--- src/rtl/tick_counter.sv ---
// tick_counter: synchronous up/down counter with parallel load, driven by a
// synchronised, edge-detected count request rather than a derived clock.
//
// Ports:
//   clk      board clock, all state changes on its rising edge
//   rst      synchronous active-high reset
//   tick_in  asynchronous count request, one step per rising edge
//   en       count enable, steps are discarded while low
//   up       direction, 1 = increment, 0 = decrement
//   load     synchronous parallel load, active-high
//   d        load value, clamped to MAX_COUNT
//   q        current count
//   tc       terminal-count pulse, one cycle after a boundary step
//   ovf      sticky overflow/underflow flag, cleared by rst or load
module tick_counter #(
    parameter int unsigned WIDTH       = 4,
    parameter int unsigned MAX_COUNT   = 9,
    parameter int unsigned SATURATE    = 0,
    parameter int unsigned SYNC_STAGES = 2
) (
    input  logic             clk,
    input  logic             rst,
    input  logic             tick_in,
    input  logic             en,
    input  logic             up,
    input  logic             load,
    input  logic [WIDTH-1:0] d,
    output logic [WIDTH-1:0] q,
    output logic             tc,
    output logic             ovf
);

    localparam logic [WIDTH-1:0] MAX_Q  = WIDTH'(MAX_COUNT);
    localparam logic [WIDTH-1:0] ZERO_Q = '0;
    localparam logic [WIDTH-1:0] ONE_Q  = WIDTH'(1);
    localparam bit               SAT    = (SATURATE != 0);

    logic [SYNC_STAGES-1:0] sync_q;
    logic                   prev;
    logic                   s_last;
    logic                   step;

    logic [WIDTH-1:0]       q_next;
    logic                   tc_next;
    logic                   ovf_next;

    // Synchroniser chain and edge-detect flop; reset to ones so a level that
    // is already high when reset releases is not seen as a new edge.
    always_ff @(posedge clk) begin
        if (rst) begin
            sync_q <= '1;
            prev   <= 1'b1;
        end else begin
            sync_q <= {sync_q[SYNC_STAGES-2:0], tick_in};
            prev   <= s_last;
        end
    end

    assign s_last = sync_q[SYNC_STAGES-1];
    assign step   = s_last & ~prev;

    // Next-state logic: load beats a counting step, which beats hold.
    always_comb begin
        q_next   = q;
        tc_next  = 1'b0;
        ovf_next = ovf;
        if (load) begin
            q_next   = (d > MAX_Q) ? MAX_Q : d;
            ovf_next = 1'b0;
        end else if (step && en) begin
            if (up) begin
                if (q >= MAX_Q) begin
                    q_next   = SAT ? MAX_Q : ZERO_Q;
                    tc_next  = 1'b1;
                    ovf_next = 1'b1;
                end else begin
                    q_next = q + ONE_Q;
                end
            end else begin
                if (q == ZERO_Q) begin
                    q_next   = SAT ? ZERO_Q : MAX_Q;
                    tc_next  = 1'b1;
                    ovf_next = 1'b1;
                end else begin
                    q_next = q - ONE_Q;
                end
            end
        end
    end

    // Count, terminal-count and overflow registers.
    always_ff @(posedge clk) begin
        if (rst) begin
            q   <= '0;
            tc  <= 1'b0;
            ovf <= 1'b0;
        end else begin
            q   <= q_next;
            tc  <= tc_next;
            ovf <= ovf_next;
        end
    end

endmodule
--- config.mk ---
export PLATFORM = sky130hd
export DESIGN_NAME = tick_counter
export DESIGN_NICKNAME = d
export VERILOG_FILES = /design/src/rtl/tick_counter.sv
export SDC_FILE = /design/constraint.sdc
export NUM_CORES = 1
export LEC_CHECK = 0
export ABC_AREA = 0
export BUFFER_PORTS_ARGS = -buffer_cell sky130_fd_sc_hd__buf_2
export CAP_MARGIN = 20
export CORE_ASPECT_RATIO = 0.8
export CORE_MARGIN = 3
export CORE_UTILIZATION = 28
export CTS_BUF_LIST = sky130_fd_sc_hd__clkbuf_4
export CTS_CLUSTER_DIAMETER = 40
export DETAILED_ROUTE_END_ITERATION = 12
export SLEW_MARGIN = 20
export SYNTH_ARGS = -nofsm -noshare
export SYNTH_HDL_FRONTEND = slang
export SYNTH_SLANG_ARGS = --single-unit
--- constraint.sdc ---
create_clock -name clk -period 3.6 [get_ports clk]
set_input_delay 0.18 -clock clk [delete_from_list [all_inputs] [get_ports clk]]
set_output_delay 0.18 -clock clk [all_outputs]
set_load 0.05 [all_outputs]
Word level (Yosys, flattened, before mapping)
Index checks and enable logic that the tools add are counted.
{"block": "op_classes", "add_sub_neg": 2, "n_bitwise": 3, "n_eq_ne": 1, "magnitude_cmp": 2, "muxes": 12, "n_reduce_logical": 7}
{"cell": "$mux W4", "count": 6}
{"cell": "$mux W1", "count": 6}
{"cell": "$add A4 B1 Y4 const B", "count": 1}
{"cell": "$ge A4 B4 Y1 const B", "count": 1}
{"cell": "$gt A4 B4 Y1 const B", "count": 1}
{"cell": "$logic_not A4 Y1", "count": 1}
{"cell": "$reduce_bool A2 Y1", "count": 2}
{"cell": "$sub A4 B1 Y4 const B", "count": 1}
{"cell": "$reduce_and A3 Y1", "count": 1}
{"cell": "$reduce_or A3 Y1", "count": 1}
{"cell": "$ne A2 B1 Y1 const B", "count": 1}
{"cell": "$not A1 Y1", "count": 2}
{"cell": "$reduce_or A2 Y1", "count": 1}
{"cell": "$and A1 B1 Y1", "count": 1}
{"cell": "$logic_and A1 B1 Y1", "count": 1}
{"block": "totals", "output_inout_bits": 6, "wordCells": 32, "inputBits": 10, "regBits": 9}

Logic depth before layout (Yosys ltp)
Gate-level depths: netlist (run 1).
{"block": "logic_depth", "ltp_word": 5, "mapped_depth": 6, "ltp_nobuf": 6}

Least setup slack after synthesis (run 1)
OpenSTA, ideal clock, no wires.
{"block": "synth_path", "kind": "flip-flop to flip-flop", "from": "reg q[0]", "to": "reg q[1]", "path_buffers": 0, "stages_incl_launch_ff": 7, "t_required_ns": 3.469, "slack_ns": 1.580, "setup_time_ns": 0.131, "arrival_ns": 1.889, "period_less_slack_ns": 2.020, "path_cell_list": "dfxtp_1 inv_1 ha_1 nor3b_2 o21a_1 a2111oi_0 nor3_1"}
{"block": "synth_via", "elab_chain_len": 5, "word_cells_on_any_way": 9, "cone_classes": "add/sub (2); order compare (1); mux (5); reduce/logical (1)"}
{"item": "from (decl)", "line": "28", "rtl": "output logic [WIDTH-1:0] q,"}
{"item": "from (signal assigned)", "line": "98", "rtl": "q <= q_next;"}
{"item": "$sub A4 B1 Y4 (tied with other cells)", "line": "85", "rtl": "q_next = q - ONE_Q;"}
{"item": "$mux W4 (on tied branches)", "line": "80, 72"}
{"item": "$mux W4 (*)", "line": "71", "rtl": "if (up) begin"}
{"item": "$mux W4 (*)", "line": "70", "rtl": "end else if (step && en) begin"}
{"item": "$mux W4 (*)", "line": "67", "rtl": "if (load) begin"}
Mark *: on every way between the ends. The rest lies on a longest branch, timed or not. The select of a mux whose other input is x is not followed.
A chain may end at the register's enable or synchronous reset.

Worst setup path after layout (run 1)
Ends and elaborated chain as after synthesis.

==> key figures, run 1 <==
Final layout
  – Syn-to-layout area delta: 19.2%
  – Final net count: 103
  – Flip-flop and latch area: 180 sq um
  – Footprint of the multi-input gates: 360 sq um
  – # fillers: 219
  – Final design area excluding fillers: 698 sq um
  – Antenna diodes: 0
  – Layout cells sized above 1: 30.7%

Routing
  – Vias: 568
  – Wirelength per Cell: 12.6 um
  – Iter 0 DRT Violations: 60
  – DR pass1 iterations: 4
  – Antenna Nets Post-Route: 0
  – DRC violations left: 0
  – WL final: 1.41 mm
  – Vias/cell: 5.07

Power and ir drop
  – Max IR drop VDD: 0.190 mV
  – Pwr Density: 352 nW/um^2
  – Power, Total: 0.246 mW
  – LEAKAGE: 0.307 nW

Critical path
  – Worst Path Buf+Inv: 1
  – CP cell instances: inv_1 -> ha_1 -> nor3b_2 -> o21a_1 -> a2111oi_0 -> nor3_1
  – FF-to-FF Start: q[0]$_SDFFE_PP0P_
  – FF-to-FF setup slack: 1.72 ns
  – Critical path type: reg -> reg
  – Max Fanout on Critical Path: 9
  – WP depth: 6
  – Critical path's slowest cell: dfxtp_1
  – Slowest Stage Delay on Critical Path: 0.47 ns
  – Critical path startpoint category: flip-flop
  – Delay-heaviest family, CP: compound AO/OA/AOI/OAI gates
  – Worst Setup SP: q[0]$_SDFFE_PP0P_
  – WP data required: 3.73 ns
  – Crit path DAT: 2.02 ns
  – R2R depth: 6
  – Crit. End Element: flip-flop

STA
  – RSZ-0062 raised after global routing: no
  – Final hold vios: 0
  – Max-slew headroom: 70.8%
  – Highest clock rate: 0.532 GHz
  – Final setup fails: 0
  – Max Transition Viols Final: 0
  – Final worst setup slack: 1.72 ns
  – Period Utilization, post-route: 52.2%
  – Setup TNS: 0 ns
  – Crit path time final: 1.88 ns
  – Skew final: 0.00114 ns
  – Worst Max-Slew Pin Slew: 0.426 ns

Global route
  – Initial antenna violation count: 0
  – Largest net degree at the start of global routing: 13
  – Vias in the first global route: 469
  – Overall routing resource usage: 11.0%
  – First-pass GRT wire length: 2.23 mm
  – Remaining Overflow, GRT: 0

Clocking
  – Worst-Skew Late Latency: 0.26 ns
  – Clock Pin Slew Worst Setup and Hold Paths: 0.06 ns
  – Resized cells post-CTS: 0
  – Hold Buf Count CTS: 0
  – CTS sink cnt: 9
  – Clock H-tree levels: 1
  – Bufs on Longest Clock Path: 2
  – Post-CTS Setup Bufs: 0
  – Total CTS buffers: 3
  – CTS tree: built
  – Clock Tree Root: clkbuf_4

Place
  – Final Wtd Congestion: 0.873
  – Dpl cell area: 668 sq um
  – I/O Buffers: 15
  – DP HPWL: 1.04 mm
  – Pre-CTS setup slack: 1.79 ns

Floorplan
  – Die area: 2680 sq um
  – CORE AREA: 1930 sq um
  – IO Count: 16
  – Rows: 14
  – Die width: 57.1 um
  – Initial Utilization: 30.4%
  – Die height: 46.9 um

Run status
  – Status: finished clean

Worst hold path
  – Hold path cells: 2
  – Min-delay src: tick_in
  – Worst hold-check path type: in -> reg

Synthesis
  – Synth cell types: 31
  – Gate Count Post-Synth: 73
  – Seq/Total Area, Yosys: 30.8%
  – Post-Syn Area: 586 sq um
  – Top_reg_cell synth: dfxtp_1
  – #FFs+latches synth: 9
  – EDFF count, synth: 0
  – Synth async-reset ratio: 0%
  – Syn_nets: 87
  – Syn avg cell area: 8.02 sq um
  – Ys Warns: 0

Flow run
  – MaxCap Viol Count: 0
[layout make-up]
type                            instances  share of cell area [%]
Timing Repair Buffer                   15                    10.8
Tap cell                               24                    4.30
Multi-Input combinational cell         54                    51.6
Sequential cell                         9                    25.8
Clock buffer                            4                    4.30
Inverter                                6                    3.23
[synth_stat cells, drive strengths merged, types with 3 or more instances]
cell type / n / area share, %
nor3: 4 / 3.4
a21oi: 4 / 4.1
o21ai: 4 / 3.4
inv: 6 / 3.8
nor2: 7 / 4.5
nand2b: 3 / 3.2
ha: 4 / 8.5
or2: 3 / 3.2
clkbuf: 3 / 1.9
nand2: 4 / 2.6
a31oi: 3 / 3.2
dfxtp: 9 / 31
[metal layers]
metal	vias to the layer above	part of all wire (%)	track usage [%]
met5	-	0	0
met4	0	0	2.31
met3	0	6.2	4.95
met1	264	50	16.1
li1	287	-	-
met2	17	44	14.4
[placed cells by master, fill, tap and decap left out, types with 2 or more instances in the layout]
cell      Yosys  final
nor3_1        4      4
clkbuf_4      0      4
nand2b_1      3      3
a31oi_1       3      3
nand2_1       4      4
nand3_1       2      2
a21oi_1       3      3
ha_1          4      4
dfxtp_1       9      9
o31ai_1       2      2
buf_2         0     15
o21ai_0       4      4
inv_1         5      5
nor2_1        7      7
or2_2         3      3
[path summary, 6_finish.rpt]
check / to
worst max register to register: q[1]$_SDFFE_PP0P_
worst max-delay path: q[1]$_SDFFE_PP0P_
worst min register to register: sync_q[1]$_SDFF_PP1_
worst min-delay path: sync_q[0]$_SDFF_PP1_
[stage by stage]
step	cells	hold WS, ns	utilization, %
3_5_place_dp	108	0.370	34.7
6_report	112	0.0998	36.2
4_1_cts	112	0.0941	36.2
5_1_grt	112	0.103	36.2
2_1_floorplan	73	0.284	-
3_3_place_gp	108	0.363	34.7
[flip-flops by register name, indices dropped and copies added, names as in the netlist]
register	flops
q	4
tc	1
prev	1
sync_q	2
ovf	1
[kinds of logic after synthesis]
logic type / after synthesis / share of synthesized area (%)
adder cells (fa/ha/maj): 4 / 8.55
AO/OA/AOI/OAI: 20 / 23.5
flip-flops: 9 / 30.8
buffers and inverters: 10 / 7.69
AND/OR/NAND/NOR: 28 / 26.5
XOR/XNOR: 2 / 2.99
[where the power goes]
part / switching (mW) / internal (mW) / total (mW)
combinational: 0.0309 / 0.0194 / 0.0503
sequential: 0.00523 / 0.103 / 0.108
clock: 0.0365 / 0.0503 / 0.0869
Note: power is estimated with default switching activity, not from simulation.
==> inputs of run 2 (changes only) <==
==> constraint.sdc (replaced) <==
create_clock -name clk -period 1.9 [get_ports clk]
set_input_delay 0.095 -clock clk [delete_from_list [all_inputs] [get_ports clk]]
set_output_delay 0.095 -clock clk [all_outputs]
set_load 0.05 [all_outputs]
==> run 2 against run 1 <==
  * Count of clock-buffer cells in the layout fell by 1
  * Global-route usage rose by 0.16 points
  * Register-to-register slack got worse by 1.5 ns
  * Combinational power rose by 90%
  * Cell area rose by 1.6%
  * Largest power group unchanged
  * Largest cell class unchanged
  * Critical path depth did not move
  * Wire length fell by 3.0%
  * Sequential cell count did not move
  * Non-clock buffer count rose by 1
  * Sequential share of layout area fell by 0.057 points
==> key figures, run 2 (synthesis gave the netlist of run 1 again) <==
Power and ir drop
  – LEAKAGE: 0.311 nW
  – Pwr Density: 646 nW/um^2
  – Max IR drop VDD: 0.363 mV

STA
  – Final hold vios: 0
  – Skew final: 0.00255 ns
  – Period Utilization, post-route: 91.0%
  – Final hold slack: 0.0910 ns
  – Max-slew headroom: 75.4%
  – Final worst setup slack: 0.171 ns
  – Crit path time final: 1.73 ns
  – Highest clock rate: 0.578 GHz
  – Worst Max-Slew Pin Slew: 0.369 ns
  – Final setup fails: 0
  – Max Transition Viols Final: 0
  – Setup TNS: 0 ns
  – RSZ-0062 raised after global routing: no

Global route
  – Overall routing resource usage: 11.1%
  – Vias in the first global route: 504
  – Initial antenna violation count: 0
  – Largest net degree at the start of global routing: 13
  – First-pass GRT wire length: 2.25 mm
  – Remaining Overflow, GRT: 0

Floorplan
  – CORE AREA: 1930 sq um
  – Die height: 46.9 um
  – Rows: 14
  – IO Count: 16
  – Die width: 57.1 um
  – Die area: 2680 sq um
  – Initial Utilization: 30.4%

Final layout
  – Layout cells sized above 1: 32.6%
  – Max reg flops: 4
  – Final design area excluding fillers: 709 sq um
  – Largest regs: q: 4 flops, sync_q: 2 flops
  – Final net count: 104
  – Leading cell types in the layout, fill and taps excluded: buf_2, nor2_1, dfxtp_1, inv_1
  – # fillers: 205
  – Syn-to-layout area delta: 21.2%
  – Antenna diodes: 0
  – Reg with most FFs: q
  – Commonest non-fill, non-tap cell in the layout: buf_2

Worst hold path
  – Worst hold-check path type: in -> reg

Critical path
  – Critical path's slowest cell: dfxtp_2
  – Crit path DAT: 1.94 ns
  – WP data required: 2.11 ns
  – Critical path type: reg -> reg
  – Critical path startpoint category: flip-flop
  – Delay-heaviest family, CP: simple AND/OR/NAND/NOR gates
  – Worst Path Buf+Inv: 1
  – Crit. End Element: flip-flop
  – Slowest Stage Delay on Critical Path: 0.42 ns
  – FF-to-FF setup slack: 0.17 ns
  – Max Fanout on Critical Path: 9
  – CP cell instances: inv_1 -> ha_1 -> nor3b_2 -> o21a_1 -> or3b_1 -> a21oi_2

Routing
  – DRC violations left: 0
  – Antenna Nets Post-Route: 0
  – Vias/cell: 4.97
  – Vias: 562
  – DR pass1 iterations: 4
  – Wirelength per Cell: 12.1 um
  – Iter 0 DRT Violations: 10
  – WL final: 1.37 mm

Place
  – Final Wtd Congestion: 0.762
  – I/O Buffers: 15
  – Pre-CTS setup slack: 0.171 ns
  – DP HPWL: 1.03 mm
  – Dpl cell area: 671 sq um

Clocking
  – Clock H-tree levels: 1
  – Worst-Skew Late Latency: 0.27 ns
  – Bufs on Longest Clock Path: 2
  – CTS tree: built
  – Clock Pin Slew Worst Setup and Hold Paths: 0.07 ns
  – CTS sink cnt: 9
  – Clock Tree Root: clkbuf_4
  – Total CTS buffers: 3

Run status
  – Status: finished clean

Flow run
  – MaxCap Viol Count: 0
==> run 2: cell types whose count changed in the layout (fill, tap and decap cells not counted), sizes merged <==
cell / before / now
clkbuf: 4 / 3
clkinv: 0 / 1
dlygate4sd3: 0 / 1
==> run 2: final cells by class <==
cell class,instances,area (sq um),area share (%)
sequential,9,183,25.7
tap,24,30.0,4.23
clock buffer,3,22.5,3.17
inverter,6,22.5,3.17
timing repair buffer,16,85.1,12.0
multi-input combinational,54,362,51.0
clock inverter,1,5.00,0.705
==> run 2: stage by stage <==
step	utilization, %	cells	total power, mW
2_1_floorplan	-	73	0.279
3_3_place_gp	34.8	108	0.303
3_5_place_dp	34.8	108	0.302
4_1_cts	36.8	113	0.464
5_1_grt	36.8	113	0.487
6_report	36.8	113	0.458
==> run 2: timing repair <==
action,in CTS,in global routing
hold buffers,1,0
setup buffers,0,0
endpoints found under the setup margin,0,1
resized for setup,0,1
endpoints found under the hold margin,1,0
==> run 2: worst paths after layout <==
check                       start                    to  cells after the start
max reg2reg     q[0]$_SDFFE_PP0P_      ovf$_SDFFE_PP0P_                      6
min                           rst      ovf$_SDFFE_PP0P_                      2
min reg2reg  sync_q[0]$_SDFF_PP1_  sync_q[1]$_SDFF_PP1_                      1
max             q[0]$_SDFFE_PP0P_      ovf$_SDFFE_PP0P_                      6
==> run 2: metal layers <==
metal / track usage (%) / up-vias / share of wire (%)
li1: - / 291 / -
met1: 13.3 / 247 / 45
met2: 18.2 / 22 / 47
met3: 5.49 / 2 / 7.3
met4: 2.78 / 0 / 0.51
met5: 0 / - / 0
==> run 2: report_power, final <==
| part | internal [mW] | leakage (nW) | switching (mW) | total (mW) |
|---|---|---|---|---|
| Clock | 0.0780 | 0.0177 | 0.0786 | 0.157 |
| Combinational | 0.0387 | 0.219 | 0.0567 | 0.0954 |
| Sequential | 0.196 | 0.0744 | 0.0102 | 0.206 |
==> inputs of run 3 (changes only) <==
--- a/config.mk
+++ b/config.mk
@@ -14,6 +14,7 @@
 export CTS_BUF_LIST = sky130_fd_sc_hd__clkbuf_4
 export CTS_CLUSTER_DIAMETER = 40
 export DETAILED_ROUTE_END_ITERATION = 12
+export SETUP_SLACK_MARGIN = 0.2
 export SLEW_MARGIN = 20
 export SYNTH_ARGS = -nofsm -noshare
 export SYNTH_HDL_FRONTEND = slang
==> run 3 against run 2 <==
  * Sequential share of layout area fell by 0.20 points
  * Critical path type unchanged
  * Core utilization rose by 1.3 points
  * Wire length up 4.9%
  * Combinational power grew 9%
  * Total power increased by 3.1%
  * Worst hold slack worse by 0.068 ns
  * Register-to-register slack improved by 0.08 ns
==> key figures, run 3 (synthesis gave the netlist of run 1 again) <==
Run status
  – Status: finished clean

STA
  – Skew final: 0.000706 ns
  – Final setup fails: 0
  – RSZ-0062 raised after global routing: no
  – Crit path time final: 1.65 ns
  – Max-slew headroom: 75.0%
  – Final hold vios: 0
  – Highest clock rate: 0.607 GHz
  – Worst Max-Slew Pin Slew: 0.374 ns
  – Max Transition Viols Final: 0
  – Period Utilization, post-route: 86.7%
  – Setup TNS: 0 ns

Clocking
  – Clock H-tree levels: 1
  – Hold Buf Count CTS: 0
  – CTS sink cnt: 9
  – Clock Tree Root: clkbuf_4
  – Clock Pin Slew Worst Setup and Hold Paths: 0.06 ns
  – Bufs on Longest Clock Path: 2
  – CTS tree: built
  – Worst-Skew Late Latency: 0.26 ns
  – Total CTS buffers: 3

Routing
  – Wirelength per Cell: 12.6 um
  – WL final: 1.44 mm
  – Antenna Nets Post-Route: 0
  – Vias/cell: 5.06
  – Vias: 577
  – Iter 0 DRT Violations: 14
  – DR pass1 iterations: 4
  – DRC violations left: 0

Global route
  – Initial antenna violation count: 0
  – First-pass GRT wire length: 2.26 mm
  – Remaining Overflow, GRT: 0
  – Overall routing resource usage: 11.1%
  – Vias in the first global route: 497
  – Largest net degree at the start of global routing: 13

Critical path
  – FF-to-FF setup slack: 0.25 ns
  – Crit. End Element: flip-flop
  – Critical path startpoint category: flip-flop
  – CP cell instances: inv_1 -> ha_1 -> nor3b_2 -> o21a_1 -> or3b_4 -> a21oi_2
  – Max Fanout on Critical Path: 7
  – WP data required: 2.10 ns
  – Critical path's slowest cell: or3b_4
  – Worst Path Buf+Inv: 1
  – WP depth: 6
  – Critical path type: reg -> reg
  – Crit path DAT: 1.84 ns
  – R2R depth: 6
  – Delay-heaviest family, CP: simple AND/OR/NAND/NOR gates
  – Slowest Stage Delay on Critical Path: 0.39 ns

Final layout
  – Antenna diodes: 0
  – Fin util: 38.1%
  – Largest regs: q: 4 flops, sync_q: 2 flops
  – Leading cell types in the layout, fill and taps excluded: buf_2, nor2_1, dfxtp_1
  – Non-filler instance count after layout: 114
  – Reg with most FFs: q
  – # fillers: 210
  – Max reg flops: 4
  – Final net count: 105
  – Layout cells sized above 1: 38.9%
  – Syn-to-layout area delta: 25.4%
  – Commonest non-fill, non-tap cell in the layout: buf_2
  – Final design area excluding fillers: 734 sq um

Floorplan
  – Die area: 2680 sq um
  – CORE AREA: 1930 sq um
  – Rows: 14
  – IO Count: 16
  – Initial Utilization: 30.4%
  – Die width: 57.1 um
  – Die height: 46.9 um

Worst hold path
  – Hold path cells: 2
  – Worst hold-check path type: in -> reg

Power and ir drop
  – Max IR drop VDD: 0.300 mV
  – Pwr Density: 643 nW/um^2
  – Sw frac: 29.5%
  – LEAKAGE: 0.325 nW
  – Internal Power: 0.333 mW
  – Flop pwr share: 43.3%
  – Combinational Power Share: 22.1%
  – Switching power: 0.139 mW
  – Clock network power share: 34.6%

Place
  – I/O Buffers: 15
  – Dpl cell area: 676 sq um
  – Dpl cells: 108
  – DP HPWL: 1.07 mm
  – Final Wtd Congestion: 0.833

Flow run
  – MaxCap Viol Count: 0
-- run 3: power groups by stage --
stage | clock network (mW) | logic (mW) | registers (mW)
6_report | 0.163 | 0.104 | 0.205
5_1_grt | 0.177 | 0.114 | 0.206
4_1_cts | 0.168 | 0.0945 | 0.205
3_5_place_dp | 0 | 0.0931 | 0.210
3_3_place_gp | 0 | 0.0920 | 0.209
2_1_floorplan | 0 | 0.0570 | 0.221
-- run 3: timing repair --
item                                    in CTS  in global routing
pin swaps                                    0                  2
resized for setup                            1                  4
setup buffers                                0                  2
endpoints found under the setup margin       1                  3
-- run 3: cell type report --
| cell class | instances | area (sq um) | area share [%] |
|---|---|---|---|
| Timing Repair Buffer | 17 | 90.1 | 12.3 |
| Tap cell | 24 | 30.0 | 4.09 |
| Inverter | 6 | 22.5 | 3.07 |
| Clock buffer | 4 | 30.0 | 4.09 |
| Sequential cell | 9 | 188 | 25.6 |
| Multi-Input combinational cell | 54 | 374 | 50.9 |
-- run 3: layer usage --
layer,part of all wire [%],vias to the layer above,track usage (%)
met3,5.3,2,4.40
met2,48,23,17.8
met1,46,262,14.7
met4,0.98,0,1.39
met5,0,-,0
li1,-,290,-
-- run 3: path summary, 6_finish.rpt --
| path | startpoint | end |
|---|---|---|
| worst max-delay path | q[0]$_SDFFE_PP0P_ | ovf$_SDFFE_PP0P_ |
| worst min-delay path | tick_in | sync_q[0]$_SDFF_PP1_ |
| worst max register to register | q[0]$_SDFFE_PP0P_ | ovf$_SDFFE_PP0P_ |
| worst min register to register | sync_q[1]$_SDFF_PP1_ | prev$_SDFF_PP1_ |
-- run 3: metrics by stage --
step / hold WS, ns / worst slack (ns) / power (mW)
after global placement: 0.276 / 0.247 / 0.301
after floorplan: 0.199 / 0.232 / 0.278
after detailed placement: 0.293 / 0.189 / 0.303
after CTS: 0.0182 / 0.205 / 0.468
after global routing: 0.0260 / 0.212 / 0.497
final: 0.0229 / 0.252 / 0.472
-- run 3: worst reg2reg max path, stage by stage, from the launching register on --
cell and delay, ns:
dfxtp_4 0.38, inv_1 0.06, ha_1 0.22, nor3b_2 0.18
o21a_1 0.24, or3b_4 0.39, a21oi_2 0.12
